[config.mk]
export PLATFORM = sky130hd
export DESIGN_NAME = spe_dispatcher
export DESIGN_NICKNAME = d
export VERILOG_FILES = /design/src/rtl/spe_pkt_pkg.sv /design/src/rtl/spe_cmd_fifo.sv /design/src/rtl/spe_dispatcher.sv
export SDC_FILE = /design/constraint.sdc
export NUM_CORES = 1
export LEC_CHECK = 0
export CAP_MARGIN = 40
export CORE_ASPECT_RATIO = 0.5
export CORE_MARGIN = 2
export CORE_UTILIZATION = 25
export CTS_CLUSTER_DIAMETER = 30
export DETAILED_ROUTE_END_ITERATION = 7
export SLEW_MARGIN = 40
export SYNTH_ARGS = -nofsm -noshare
export SYNTH_HDL_FRONTEND = slang
export SYNTH_SLANG_ARGS = --single-unit
[constraint.sdc]
create_clock -name clk -period 3.1 [get_ports clk]
set_clock_uncertainty 0.05 [all_clocks]
set_input_delay 0.465 -clock clk [delete_from_list [all_inputs] [get_ports clk]]
set_output_delay 0.465 -clock clk [all_outputs]
set_load 0.03 [all_outputs]
[src/rtl/spe_pkt_pkg.sv]
// Shared SPE link packet format: field widths, packet struct, opcodes and pack/unpack helpers.
// Packet layout on the wire is {dest, opcode, data}, MSB first.
package spe_pkt_pkg;

  localparam int PKT_W  = 32;
  localparam int ADDR_W = 4;
  localparam int OP_W   = 4;
  localparam int DATA_W = 24;

  typedef struct packed {
    logic [ADDR_W-1:0] dest;
    logic [OP_W-1:0]   opcode;
    logic [DATA_W-1:0] data;
  } spe_pkt_t;

  localparam logic [OP_W-1:0] OP_NOP    = 4'h0;
  localparam logic [OP_W-1:0] OP_LOAD   = 4'h1;
  localparam logic [OP_W-1:0] OP_EXEC   = 4'h2;
  localparam logic [OP_W-1:0] OP_STORE  = 4'h3;
  localparam logic [OP_W-1:0] OP_RESULT = 4'h5;

  function automatic spe_pkt_t pack_pkt(input logic [ADDR_W-1:0] dest,
                                        input logic [OP_W-1:0]   opcode,
                                        input logic [DATA_W-1:0] data);
    spe_pkt_t p;
    p.dest   = dest;
    p.opcode = opcode;
    p.data   = data;
    return p;
  endfunction

  function automatic spe_pkt_t unpack_pkt(input logic [PKT_W-1:0] raw);
    return spe_pkt_t'(raw);
  endfunction

endpackage

[src/rtl/spe_cmd_fifo.sv]
// Synchronous command FIFO, registered head, no write-to-read bypass (push visible next cycle).
// Backpressure: full blocks push; pop on empty is ignored.
module spe_cmd_fifo #(
  parameter int WIDTH = 32,
  parameter int DEPTH = 4
) (
  input  logic             clk,
  input  logic             rst,
  input  logic             push,
  input  logic [WIDTH-1:0] push_data,
  output logic             full,
  input  logic             pop,
  output logic [WIDTH-1:0] head,
  output logic             empty
);

  localparam int AW = $clog2(DEPTH);

  // Extra MSB on each pointer tells a full ring from an empty one.
  logic [AW:0]      wr_ptr;
  logic [AW:0]      rd_ptr;
  logic [WIDTH-1:0] mem [DEPTH];

  assign empty = (wr_ptr == rd_ptr);
  assign full  = (wr_ptr[AW] != rd_ptr[AW]) && (wr_ptr[AW-1:0] == rd_ptr[AW-1:0]);
  assign head  = mem[rd_ptr[AW-1:0]];

  always_ff @(posedge clk) begin
    if (rst) begin
      wr_ptr <= '0;
      rd_ptr <= '0;
    end else begin
      if (push && !full) wr_ptr <= wr_ptr + 1'b1;
      if (pop && !empty) rd_ptr <= rd_ptr + 1'b1;
    end
  end

  always_ff @(posedge clk) begin
    if (push && !full) mem[wr_ptr[AW-1:0]] <= push_data;
  end

endmodule

[src/rtl/spe_dispatcher.sv]
// Controller-side SPE link endpoint: command FIFO -> credit-limited TX FSM; RX results -> 1-entry rsp register.
// Latency: cmd accept to tx_valid 3 cycles, rx accept to rsp_valid 1 cycle; rx_ready = !rsp_valid || rsp_ready.
module spe_dispatcher
  import spe_pkt_pkg::*;
#(
  parameter logic [ADDR_W-1:0] MY_ADDR   = 4'd0,
  parameter int                CMD_DEPTH = 4,
  parameter int                MAX_OUTST = 8
) (
  input  logic              clk,
  input  logic              rst,
  input  logic              cmd_valid,
  output logic              cmd_ready,
  input  logic [ADDR_W-1:0] cmd_dest,
  input  logic [OP_W-1:0]   cmd_opcode,
  input  logic [DATA_W-1:0] cmd_data,
  output logic              tx_valid,
  input  logic              tx_ready,
  output logic [PKT_W-1:0]  tx_pkt,
  input  logic              rx_valid,
  output logic              rx_ready,
  input  logic [PKT_W-1:0]  rx_pkt,
  output logic              rsp_valid,
  input  logic              rsp_ready,
  output logic [OP_W-1:0]   rsp_opcode,
  output logic [DATA_W-1:0] rsp_data,
  output logic [3:0]        outst_cnt,
  output logic              err_misroute,
  output logic              err_unexp
);

  typedef enum logic [1:0] {S_IDLE, S_LOAD, S_SEND, S_STALL} state_t;

  localparam logic [3:0] MAX_CNT = 4'(MAX_OUTST);

  state_t   state, state_nxt;
  spe_pkt_t cmd_pkt, fifo_head, rx_p;
  logic     fifo_full, fifo_empty, fifo_pop;
  logic     tx_fire, rx_fire, rx_good, credit_ret;
  logic [3:0] cnt_nxt;

  assign cmd_pkt   = pack_pkt(cmd_dest, cmd_opcode, cmd_data);
  assign cmd_ready = !fifo_full;

  spe_cmd_fifo #(.WIDTH(PKT_W), .DEPTH(CMD_DEPTH)) u_cmd_fifo (
    .clk       (clk),
    .rst       (rst),
    .push      (cmd_valid),
    .push_data (cmd_pkt),
    .full      (fifo_full),
    .pop       (fifo_pop),
    .head      (fifo_head),
    .empty     (fifo_empty)
  );

  assign rx_p       = unpack_pkt(rx_pkt);
  assign rx_ready   = !rsp_valid || rsp_ready;
  assign tx_fire    = tx_valid && tx_ready;
  assign rx_fire    = rx_valid && rx_ready;
  assign rx_good    = rx_fire && (rx_p.dest == MY_ADDR);
  assign credit_ret = rx_good && (outst_cnt != 4'd0);

  // A send and a good result in the same cycle cancel out, even at zero.
  always_comb begin
    cnt_nxt = outst_cnt;
    if (tx_fire && !rx_good)       cnt_nxt = outst_cnt + 4'd1;
    else if (!tx_fire && credit_ret) cnt_nxt = outst_cnt - 4'd1;
  end

  always_comb begin
    state_nxt = state;
    fifo_pop  = 1'b0;
    case (state)
      S_IDLE:  if (!fifo_empty) state_nxt = (cnt_nxt < MAX_CNT) ? S_LOAD : S_STALL;
      S_LOAD: begin
        fifo_pop  = 1'b1;
        state_nxt = S_SEND;
      end
      S_SEND:  if (tx_fire) state_nxt = (!fifo_empty && cnt_nxt < MAX_CNT) ? S_LOAD : S_IDLE;
      S_STALL: if (credit_ret) state_nxt = S_IDLE;
      default: state_nxt = S_IDLE;
    endcase
  end

  always_ff @(posedge clk) begin
    if (rst) begin
      state     <= S_IDLE;
      tx_valid  <= 1'b0;
      tx_pkt    <= '0;
      outst_cnt <= '0;
    end else begin
      state     <= state_nxt;
      outst_cnt <= cnt_nxt;
      if (fifo_pop) begin
        tx_valid <= 1'b1;
        tx_pkt   <= fifo_head;
      end else if (tx_fire) begin
        tx_valid <= 1'b0;
      end
    end
  end

  always_ff @(posedge clk) begin
    if (rst) begin
      rsp_valid    <= 1'b0;
      rsp_opcode   <= '0;
      rsp_data     <= '0;
      err_misroute <= 1'b0;
      err_unexp    <= 1'b0;
    end else begin
      err_misroute <= rx_fire && (rx_p.dest != MY_ADDR);
      err_unexp    <= rx_good && (outst_cnt == 4'd0);
      if (rx_good) begin
        rsp_valid  <= 1'b1;
        rsp_opcode <= rx_p.opcode;
        rsp_data   <= rx_p.data;
      end else if (rsp_ready) begin
        rsp_valid  <= 1'b0;
      end
    end
  end

endmodule
==> reports/qor.txt <==
Max Cap Viol -> 0
Worst slew margin -> 55.4%
CP Launch Type -> flop
Port Buffers -> 139
Simple-gate share of the synthesized area -> 9.18%
Primary FF master, synth -> edfxtp_1
Drt drc -> 0
CP Capture Type -> output pin
CTS tree -> yes
FF/Latch Area -> 5370 um2
Lkg Pwr -> 3.46 nW
Clk_lat worst skew -> 0.55 ns
First-pass DRT Iterations -> 7
Outcome -> finished clean
Slew Limit Fails -> 0
Number of synthesis warnings -> 0
Routed Antenna Nets -> 0
FILL cells -> 2801
Clock-pin slew on the worst setup and hold paths -> 0.06 ns
Largest area contributor in the netlist -> edfxtp_1
First-pass GRT wire length -> 26.6 mm
Critical setup path kind -> flop to output pin
Mux cell area share after synthesis -> 9.83%
Setup Fix Bufs, Post-CTS -> 0
Synth Cell Area -> 7550 um2
Cts bufs inserted -> 31
CTS H-tree depth -> 1
Final nets -> 763
Largest net degree at the start of global routing -> 47
Largest family of logic cells by synthesized area -> multiplexers
EDFF count, synth -> 128
GPL Wtd Cong -> 0.714
RSZ-0062 raised after global routing -> no
PwrDens -> 759 nW/um2
Fin. Hold Viols -> 0
Via count -> 4672
Vias per cell -> 4.24
Worst Max-Slew Pin Slew -> 0.669 ns
Clk pwr share -> 42.1%
Cells after synthesis -> 532
Cts hold-fix bufs -> 0
Reg power frac -> 40.5%
Post-synthesis xor/xnor area fraction -> 1.16%
Overall die width -> 250 um
Syn_area_per_cell -> 14.2 um2
Max Clk Rate -> 0.393 GHz
Clock tree buffer depth -> 3
Ys async rst share -> 0%
Post-Route Setup TNS -> 0 ns
Syn nets -> 610
DR WL/cell -> 15.4 um
Die Y-Extent -> 127 um
Comb pwr share -> 17.3%
Fin crit period -> 2.55 ns
Rows -> 44
Starting density of the core -> 25.7%
Layout cell share with drive strength beyond 1 -> 15.5%
Final core utilization -> 35.8%
Core ar. -> 29300 um2
Detailed Route WL -> 17.0 mm
VDD IR-drop max -> 0.441 mV
Vias in the first global route -> 4892
Period utilisation layout -> 82.1%
Critical path peak fanout -> 5
IO Count -> 140
Psw -> 2.14 mW
Flops & latches, synth -> 204
Synth Area in Compound Gates -> 5.44%
Area of the multi-input gates -> 2050 um2
Clock Root Buffer -> clkbuf_16
CP required -> 2.58 ns
Switch share -> 26.8%
Cells resized by post-CTS repair -> 0
Synth top area share -> 50.9%
Initial antenna violation count -> 2
Seq/Total Area, Yosys -> 71.1%
GR Overflow Total -> 0
Final setup vio count -> 0
Cell internal pwr -> 5.84 mW
Worst hold path class -> input port to flop
All-layer global routing usage -> 10.7%
DR iter-0 viols -> 201
CTS sink count -> 204
Layout area overhead -> 39.1%
Top post-synthesis cells by area -> edfxtp_1, dfxtp_1, mux4_2, nand2_1, a21oi_1
Data arrival, critical path -> 2.03 ns
Most frequent cells in the layout -> clkdlybuf4s50_1, nand2_1, edfxtp_1, dfxtp_1, a21oi_1
Yosys cell types -> 35
Most common cell after layout, fill and taps aside -> clkdlybuf4s50_1
Die Footprint -> 31700 um2
Adder-cell area share of the yosys netlist -> 1.33%
HPWL after DPL -> 10.8 mm
-- worst paths after layout --
check | startpoint | endpoint | slack, ns | depth (start not counted)
setup reg to reg | u_cmd_fifo.wr_ptr[0]$_SDFFE_PP0P_ | u_cmd_fifo.mem[0][0]$_DFFE_PP_ | 0.91 | 5
setup / recovery | u_cmd_fifo.wr_ptr[0]$_SDFFE_PP0P_ | cmd_ready | 0.55 | 4
hold / removal | rst | outst_cnt[2]$_SDFFE_PP0P_ | 0.34 | 2
hold reg to reg | rsp_data[16]$_SDFFE_PP0P_ | rsp_data[16]$_SDFFE_PP0P_ | 0.40 | 2
-- synthesized netlist by cell type (2+ instances only) --
cell type  count
nand2_1      129
edfxtp_1     128
dfxtp_1       76
a21oi_1       64
mux4_2        32
clkbuf_1      20
nor2_1        14
buf_2          8
ha_1           8
and2_1         6
xor2_1         6
inv_1          5
xnor2_1        4
nor3_1         3
a31oi_1        2
and3_1         2
buf_1          2
nand2b_1       2
nand3_1        2
nor2b_1        2
nor3b_1        2
o21ai_0        2
-- metal layers --
layer / share of wire [%] / GRT usage (%) / up-vias / wire, um
met5: 0 / 0 / - / 0
met4: 3.5 / 5.00 / 0 / 596
met3: 4.3 / 2.52 / 41 / 732
met2: 51 / 19.5 / 96 / 8750
met1: 41 / 12.0 / 2284 / 6930
li1: - / - / 2251 / -
-- cell type report --
type                    instances  area share, %
repair buffers                151           14.6
multi-input cells             292           19.6
diodes                          2         0.0477
well taps                     391           4.66
clock inverters                19           1.83
flip-flops and latches        204           51.1
clock buffers                  39           8.05
inverters                       5          0.179
-- critical path: stages, from the launching register on --
cell,delay [ns]
dfxtp_1,0.46
xor2_1,0.21
nor2_1,0.08
nand2_1,0.07
clkdlybuf4s50_1,0.66
-- state kept, by name, summed over array words and instances (netlist names) --
register           count
tx_pkt                32
rsp_valid              1
rsp_opcode             4
u_cmd_fifo.rd_ptr      3
u_cmd_fifo.wr_ptr      3
err_misroute           1
u_cmd_fifo.mem       128
state                  2
err_unexp              1
rsp_data              24
outst_cnt              4
tx_valid               1
-- stage by stage --
| step | power (mW) | area, um2 | hold WS, ns | setup WS, ns | cells |
|---|---|---|---|---|---|
| after floorplan | 4.12 | 7550 | 0.448 | 0.716 | 532 |
| after global placement | 4.68 | 9450 | 0.393 | 0.655 | 1043 |
| after detailed placement | 4.71 | 9460 | 0.396 | 0.642 | 1043 |
| after CTS | 8.10 | 10500 | 0.317 | 0.525 | 1101 |
| after global routing | 8.32 | 10500 | 0.343 | 0.478 | 1103 |
| final | 7.97 | 10500 | 0.336 | 0.554 | 1103 |
-- cell families after synthesis --
group,after synthesis
AND/OR/NAND/NOR,165
adder cells (fa/ha/maj),8
multiplexers,34
XOR/XNOR,10
buffers and inverters,36
flip-flops,204
AO/OA/AOI/OAI,75
-- power by group through the flow --
stage | logic, mW | registers (mW) | clock network, mW
after global placement | 1.40 | 3.28 | 0
final | 1.38 | 3.23 | 3.36
after floorplan | 0.646 | 3.47 | 0
after detailed placement | 1.42 | 3.29 | 0
after CTS | 1.42 | 3.23 | 3.44
after global routing | 1.50 | 3.25 | 3.56
Power figures use the tool's default switching activity.
